### config.mk
export PLATFORM = sky130hd
export DESIGN_NAME = fifo_uart_tx
export DESIGN_NICKNAME = d
export VERILOG_FILES = /design/src/rtl/fifo_pkg.sv /design/src/rtl/uart_baud_gen.sv /design/src/rtl/fifo_uart_tx.sv
export SDC_FILE = /design/constraint.sdc
export NUM_CORES = 1
export LEC_CHECK = 0
export CAP_MARGIN = 20
export CORE_ASPECT_RATIO = 1.1
export CORE_UTILIZATION = 47
export CTS_BUF_LIST = sky130_fd_sc_hd__clkbuf_16
export CTS_CLUSTER_DIAMETER = 120
export CTS_CLUSTER_SIZE = 30
export DETAILED_ROUTE_END_ITERATION = 10
export PLACE_DENSITY = 0.73
export SYNTH_ARGS = -nofsm -noshare
export SYNTH_HDL_FRONTEND = slang
export SYNTH_SLANG_ARGS = --single-unit
### constraint.sdc
create_clock -name clk -period 1.6 [get_ports clk]
set_input_delay 0.16 -clock clk [delete_from_list [all_inputs] [get_ports clk]]
set_output_delay 0.16 -clock clk [all_outputs]
set_load 0.1 [all_outputs]
### src/rtl/fifo_pkg.sv
// Shared types and constants for the FIFO-fed UART transmitter.
package fifo_pkg;

    typedef enum logic [2:0] {
        S_IDLE   = 3'd0,
        S_FETCH  = 3'd1,
        S_LOAD   = 3'd2,
        S_START  = 3'd3,
        S_DATA   = 3'd4,
        S_PARITY = 3'd5,
        S_STOP   = 3'd6
    } tx_state_e;

    localparam int   DATA_BITS   = 8;
    localparam logic START_LEVEL = 1'b0;
    localparam logic IDLE_LEVEL  = 1'b1;

endpackage

### src/rtl/uart_baud_gen.sv
// Bit-period divider: bit_tick marks the last clock of each CLKS_PER_BIT period.
module uart_baud_gen #(
    parameter int CLKS_PER_BIT = 16
) (
    input  logic clk,
    input  logic rst,
    input  logic clear,
    output logic bit_tick
);

    localparam int CW = (CLKS_PER_BIT > 1) ? $clog2(CLKS_PER_BIT) : 1;

    logic [CW-1:0] cnt;

    assign bit_tick = (cnt == CW'(CLKS_PER_BIT - 1));

    always_ff @(posedge clk) begin
        if (rst || clear || bit_tick) begin
            cnt <= '0;
        end else begin
            cnt <= cnt + CW'(1);
        end
    end

endmodule

### src/rtl/fifo_uart_tx.sv
// Pops bytes from the FIFO read port and serialises them as UART frames (LSB first).
module fifo_uart_tx
    import fifo_pkg::*;
#(
    parameter int CLKS_PER_BIT = 16,
    parameter int PARITY_EN    = 0,
    parameter int STOP_BITS    = 1
) (
    input  logic       clk,
    input  logic       rst,
    input  logic       tx_en,
    input  logic       rd_empty,
    output logic       rd_en,
    input  logic [7:0] rd_data,
    output logic       tx,
    output logic       busy,
    output logic       byte_done
);

    tx_state_e  state, state_d;
    logic [7:0] sreg, sreg_d;
    logic [2:0] bit_cnt, bit_cnt_d;
    logic       parity, parity_d;
    logic       bit_tick, baud_clear;
    logic       tx_d, rd_en_d, busy_d, done_d;

    assign baud_clear = (state == S_IDLE) || (state == S_FETCH) || (state == S_LOAD);

    uart_baud_gen #(
        .CLKS_PER_BIT(CLKS_PER_BIT)
    ) u_baud (
        .clk     (clk),
        .rst     (rst),
        .clear   (baud_clear),
        .bit_tick(bit_tick)
    );

    always_comb begin
        state_d   = state;
        sreg_d    = sreg;
        bit_cnt_d = bit_cnt;
        parity_d  = parity;
        case (state)
            S_IDLE: begin
                if (tx_en && !rd_empty) state_d = S_FETCH;
            end
            S_FETCH: state_d = S_LOAD;
            S_LOAD: begin
                sreg_d    = rd_data;
                parity_d  = ^rd_data;
                bit_cnt_d = '0;
                state_d   = S_START;
            end
            S_START: begin
                if (bit_tick) state_d = S_DATA;
            end
            S_DATA: begin
                if (bit_tick) begin
                    sreg_d    = {1'b0, sreg[7:1]};
                    bit_cnt_d = bit_cnt + 3'd1;
                    if (bit_cnt == 3'(DATA_BITS - 1)) begin
                        state_d = (PARITY_EN != 0) ? S_PARITY : S_STOP;
                    end
                end
            end
            S_PARITY: begin
                if (bit_tick) state_d = S_STOP;
            end
            S_STOP: begin
                // bit_cnt is 0 on entry and counts completed stop bits
                if (bit_tick) begin
                    if (bit_cnt == 3'(STOP_BITS - 1)) begin
                        state_d   = S_IDLE;
                        bit_cnt_d = '0;
                    end else begin
                        bit_cnt_d = bit_cnt + 3'd1;
                    end
                end
            end
            default: state_d = S_IDLE;
        endcase

        // Outputs are registered, so they are derived from the next state.
        tx_d = IDLE_LEVEL;
        case (state_d)
            S_START:  tx_d = START_LEVEL;
            S_DATA:   tx_d = sreg_d[0];
            S_PARITY: tx_d = parity;
            default:  tx_d = IDLE_LEVEL;
        endcase
        rd_en_d = (state_d == S_FETCH);
        busy_d  = (state_d != S_IDLE);
        done_d  = (state == S_STOP) && (state_d == S_IDLE);
    end

    always_ff @(posedge clk) begin
        if (rst) begin
            state     <= S_IDLE;
            sreg      <= '0;
            bit_cnt   <= '0;
            parity    <= 1'b0;
            tx        <= IDLE_LEVEL;
            rd_en     <= 1'b0;
            busy      <= 1'b0;
            byte_done <= 1'b0;
        end else begin
            state     <= state_d;
            sreg      <= sreg_d;
            bit_cnt   <= bit_cnt_d;
            parity    <= parity_d;
            tx        <= tx_d;
            rd_en     <= rd_en_d;
            busy      <= busy_d;
            byte_done <= done_d;
        end
    end

endmodule

==> results.py <==
metrics = {
    "status": {
        "status": "finished clean",
    },
    "setup_path": {
        "required_ns": 1.77,
        "criticalPathCategory": "flip-flop to flip-flop",
        "timing.critical_path.fanout_max": 6,
        "cp.arrival_ns": 1.74,
        "start_kind": "flip-flop",
        "endpoint_kind": "flip-flop",
    },
    "logic_synthesis": {
        "synthTopCellsByArea": "dfxtp_1, a21oi_1, xnor2_1, ha_1, a22oi_1",
        "netlist_instances": 128,
        "synthAdderAreaFrac_pct": 4.39,
        "synth_seq_area_share_pct": 40.4,
        "syn_area_per_cell_sq_um": 8.91,
        "synth_compound_area_share_pct": 17.1,
        "syn_nets": 144,
        "synth_top_family_by_area": "simple AND/OR/NAND/NOR gates",
        "synth_top_area_share_pct": 40.4,
        "synthXorXnorAreaFrac_pct": 6.92,
        "synth_cell_type_count": 38,
        "yosys.area_share.simple_pct": 24.5,
        "yosys.area.top_type": "dfxtp_1",
        "syn-cell-area_sq_um": 1140,
        "ys_ff_latch": 23,
        "yosys_warnings": 0,
        "muxShareOfSynthArea_pct": 1.76,
    },
    "cells_and_area": {
        "finalNetCount": 177,
        "multi_input_area_sq_um": 681,
        "n_antenna_cell": 0,
        "area_delta_synth_final_pct": 42.4,
        "postLayoutCoreUtil_pct": 71.3,
        "instances_no_fill": 190,
        "drive_gt1_share_pct": 29.4,
        "nFillCells": 172,
        "regArea_sq_um": 467,
    },
    "sta": {
        "finalSetupViolations": 0,
        "hold_viol": 0,
        "maxSlewViolCount": 0,
        "worstMarginPinSlew_ns": 0.420,
        "finalCritPeriodShare_pct": 98.2,
        "tns_ns": 0,
        "rsz0062_at_grt": "true",
        "slew_headroom_pct": 72.0,
        "setup_ws_ns": 0.0284,
        "fmax_ghz": 0.636,
        "skew_ns": 0.00199,
        "fin_crit_ns": 1.57,
    },
    "detailed_routing": {
        "drt_pass1_iterations": 4,
        "wl_um": 2710,
        "drc_errors": 0,
        "vias": 1063,
        "drtIter0Drc": 23,
        "avgRoutedWirePerCell_um": 14.2,
        "via_per_inst": 5.59,
        "ant_nets": 0,
    },
    "floorplanning": {
        "io_pins": 16,
        "dieWidth_um": 49.0,
        "rows": 18,
        "die-height_um": 53.7,
        "die_area_sq_um": 2630,
        "design.core.area_sq_um": 2270,
        "start_util_pct": 50.1,
    },
    "power": {
        "vdd_drop_max_mv": 0.816,
        "switching_power_uw": 466,
        "seqPwrFrac_pct": 39.7,
        "power.share.clock_pct": 33.2,
        "p_leak_uw": 0.000605,
        "combPwrFrac_pct": 27.1,
        "finalPower_uw": 1620,
        "p_int_uw": 1160,
        "power_density_nw_per_um2": 1000,
        "switching_share_pct": 28.7,
    },
    "clock_tree": {
        "cts_tree": "built",
        "numClockSinks": 23,
        "cts_buffers": 3,
        "ctsHoldBuffers": 0,
        "cts_root_buffer": "clkbuf_16",
        "h-tree-depth": 1,
        "path_clk_slew_ns": 0.06,
        "clock_latency_ns": 0.26,
        "cts.path.max_buffers": 2,
    },
    "global_routing": {
        "grt_start_max_net_pins": 15,
        "grt_pass1_vias": 945,
        "grt_usage_pct": 22.3,
        "antenna_found_initial": 0,
        "grt_remaining_overflow": 0,
        "grt_pass1_wl_um": 4300,
    },
    "placement": {
        "dp_slack_ns": -0.0694,
        "place.gp.congestion": 0.904,
        "placed_cells": 183,
        "dp_hpwl_um": 1860,
        "port_buffers": 15,
    },
    "job": {
        "maxCapViolations": 0,
    },
    "worst_hold_path": {
        "hp-class": "flip-flop to flip-flop",
    },
}
worst paths after layout:
path            startpoint       to  slack (ns)  depth (start not counted)
min reg2reg        sreg[3]  sreg[3]        0.45                          2
max          u_baud.cnt[1]    rd_en        0.03                          6
max reg2reg  u_baud.cnt[1]    rd_en        0.03                          6
min                sreg[3]  sreg[3]        0.45                          2
synthesized netlist by cell type, drive strengths merged:
master,instances
and2b,1
a21oi,16
nor3,5
dfxtp,23
buf,5
inv,4
o22ai,1
nor4b,1
nand3b,2
nor2b,5
a211oi,1
nor4,1
nor4bb,1
o311a,1
nor3b,2
and3,2
a221o,2
or3,1
or3b,1
nand3,4
a221oi,1
o21ai,1
ha,4
nand2,10
nand2b,1
and2,1
nor2,11
clkbuf,2
mux2i,2
xnor2,8
a22oi,6
a31oi,1
xor2,1
cells in the final DEF, fill, tap and decap left out, drive strengths merged, types with 2 or more instances in the layout:
cell type	count
a21oi	16
a221o	2
a22oi	6
and3	2
buf	24
clkbuf	3
clkdlybuf4s50	11
dfxtp	23
ha	4
inv	5
mux2i	2
nand2	10
nand3	4
nand3b	2
nor2	11
nor2b	5
nor3	5
nor3b	2
xnor2	8
power groups by stage:
| stage | clock network [uW] | logic, uW | registers, uW |
|---|---|---|---|
| after global placement | 0 | 395 | 650 |
| final | 539 | 440 | 644 |
| after CTS | 548 | 420 | 642 |
| after floorplan | 0 | 188 | 718 |
| after detailed placement | 0 | 403 | 651 |
| after global routing | 572 | 464 | 648 |
per-layer routing:
layer	vias up	global-route usage [%]	wire, um
li1	516	-	-
met1	513	26.4	1190
met2	27	38.4	1340
met3	7	3.67	101
met4	0	13.7	73
met5	-	0	0
cells by family after synthesis:
kind of cell               Yosys count
and+or+nand+nor                     49
AOI/OAI and AO/OA                   30
DFF                                 23
buffers and inverters               11
xor gates and xnor gates             9
adders and majority gates            4
muxes                                2
sequential cells by signal, summed over array words and instances (netlist names):
signal and count:
busy 1, state 3, sreg 8, tx 1, u_baud.cnt 4, byte_done 1
parity 1, rd_en 1, bit_cnt 3
layout make-up:
type | instances | share of cell area, %
Multi-Input combinational cell | 94 | 41.9
Sequential cell | 23 | 28.8
Timing Repair Buffer | 35 | 21.2
Clock buffer | 3 | 4.63
Tap cell | 30 | 2.31
Inverter | 4 | 0.925
Clock inverter | 1 | 0.231
through the flow:
stage | instance area (sq um) | hold WS, ns
floorplan | 1140 | 0.296
global placement | 1450 | 0.445
detailed placement | 1450 | 0.448
CTS | 1590 | 0.456
global route | 1620 | 0.481
finish | 1620 | 0.454
timing repair:
| item | CTS | global route |
|---|---|---|
| pin swaps | 2 | 1 |
| setup buffers | 0 | 3 |
| resized for setup | 12 | 6 |
| endpoints found under the setup margin | 5 | 5 |
critical path: stages (launching register included):
cell     delay [ns]
dfxtp_2        0.35
ha_4           0.15
and3_4         0.22
nand3_2        0.09
a221o_1        0.36
buf_6          0.13
nor4b_2        0.19
Power figures use the tool's default switching activity.
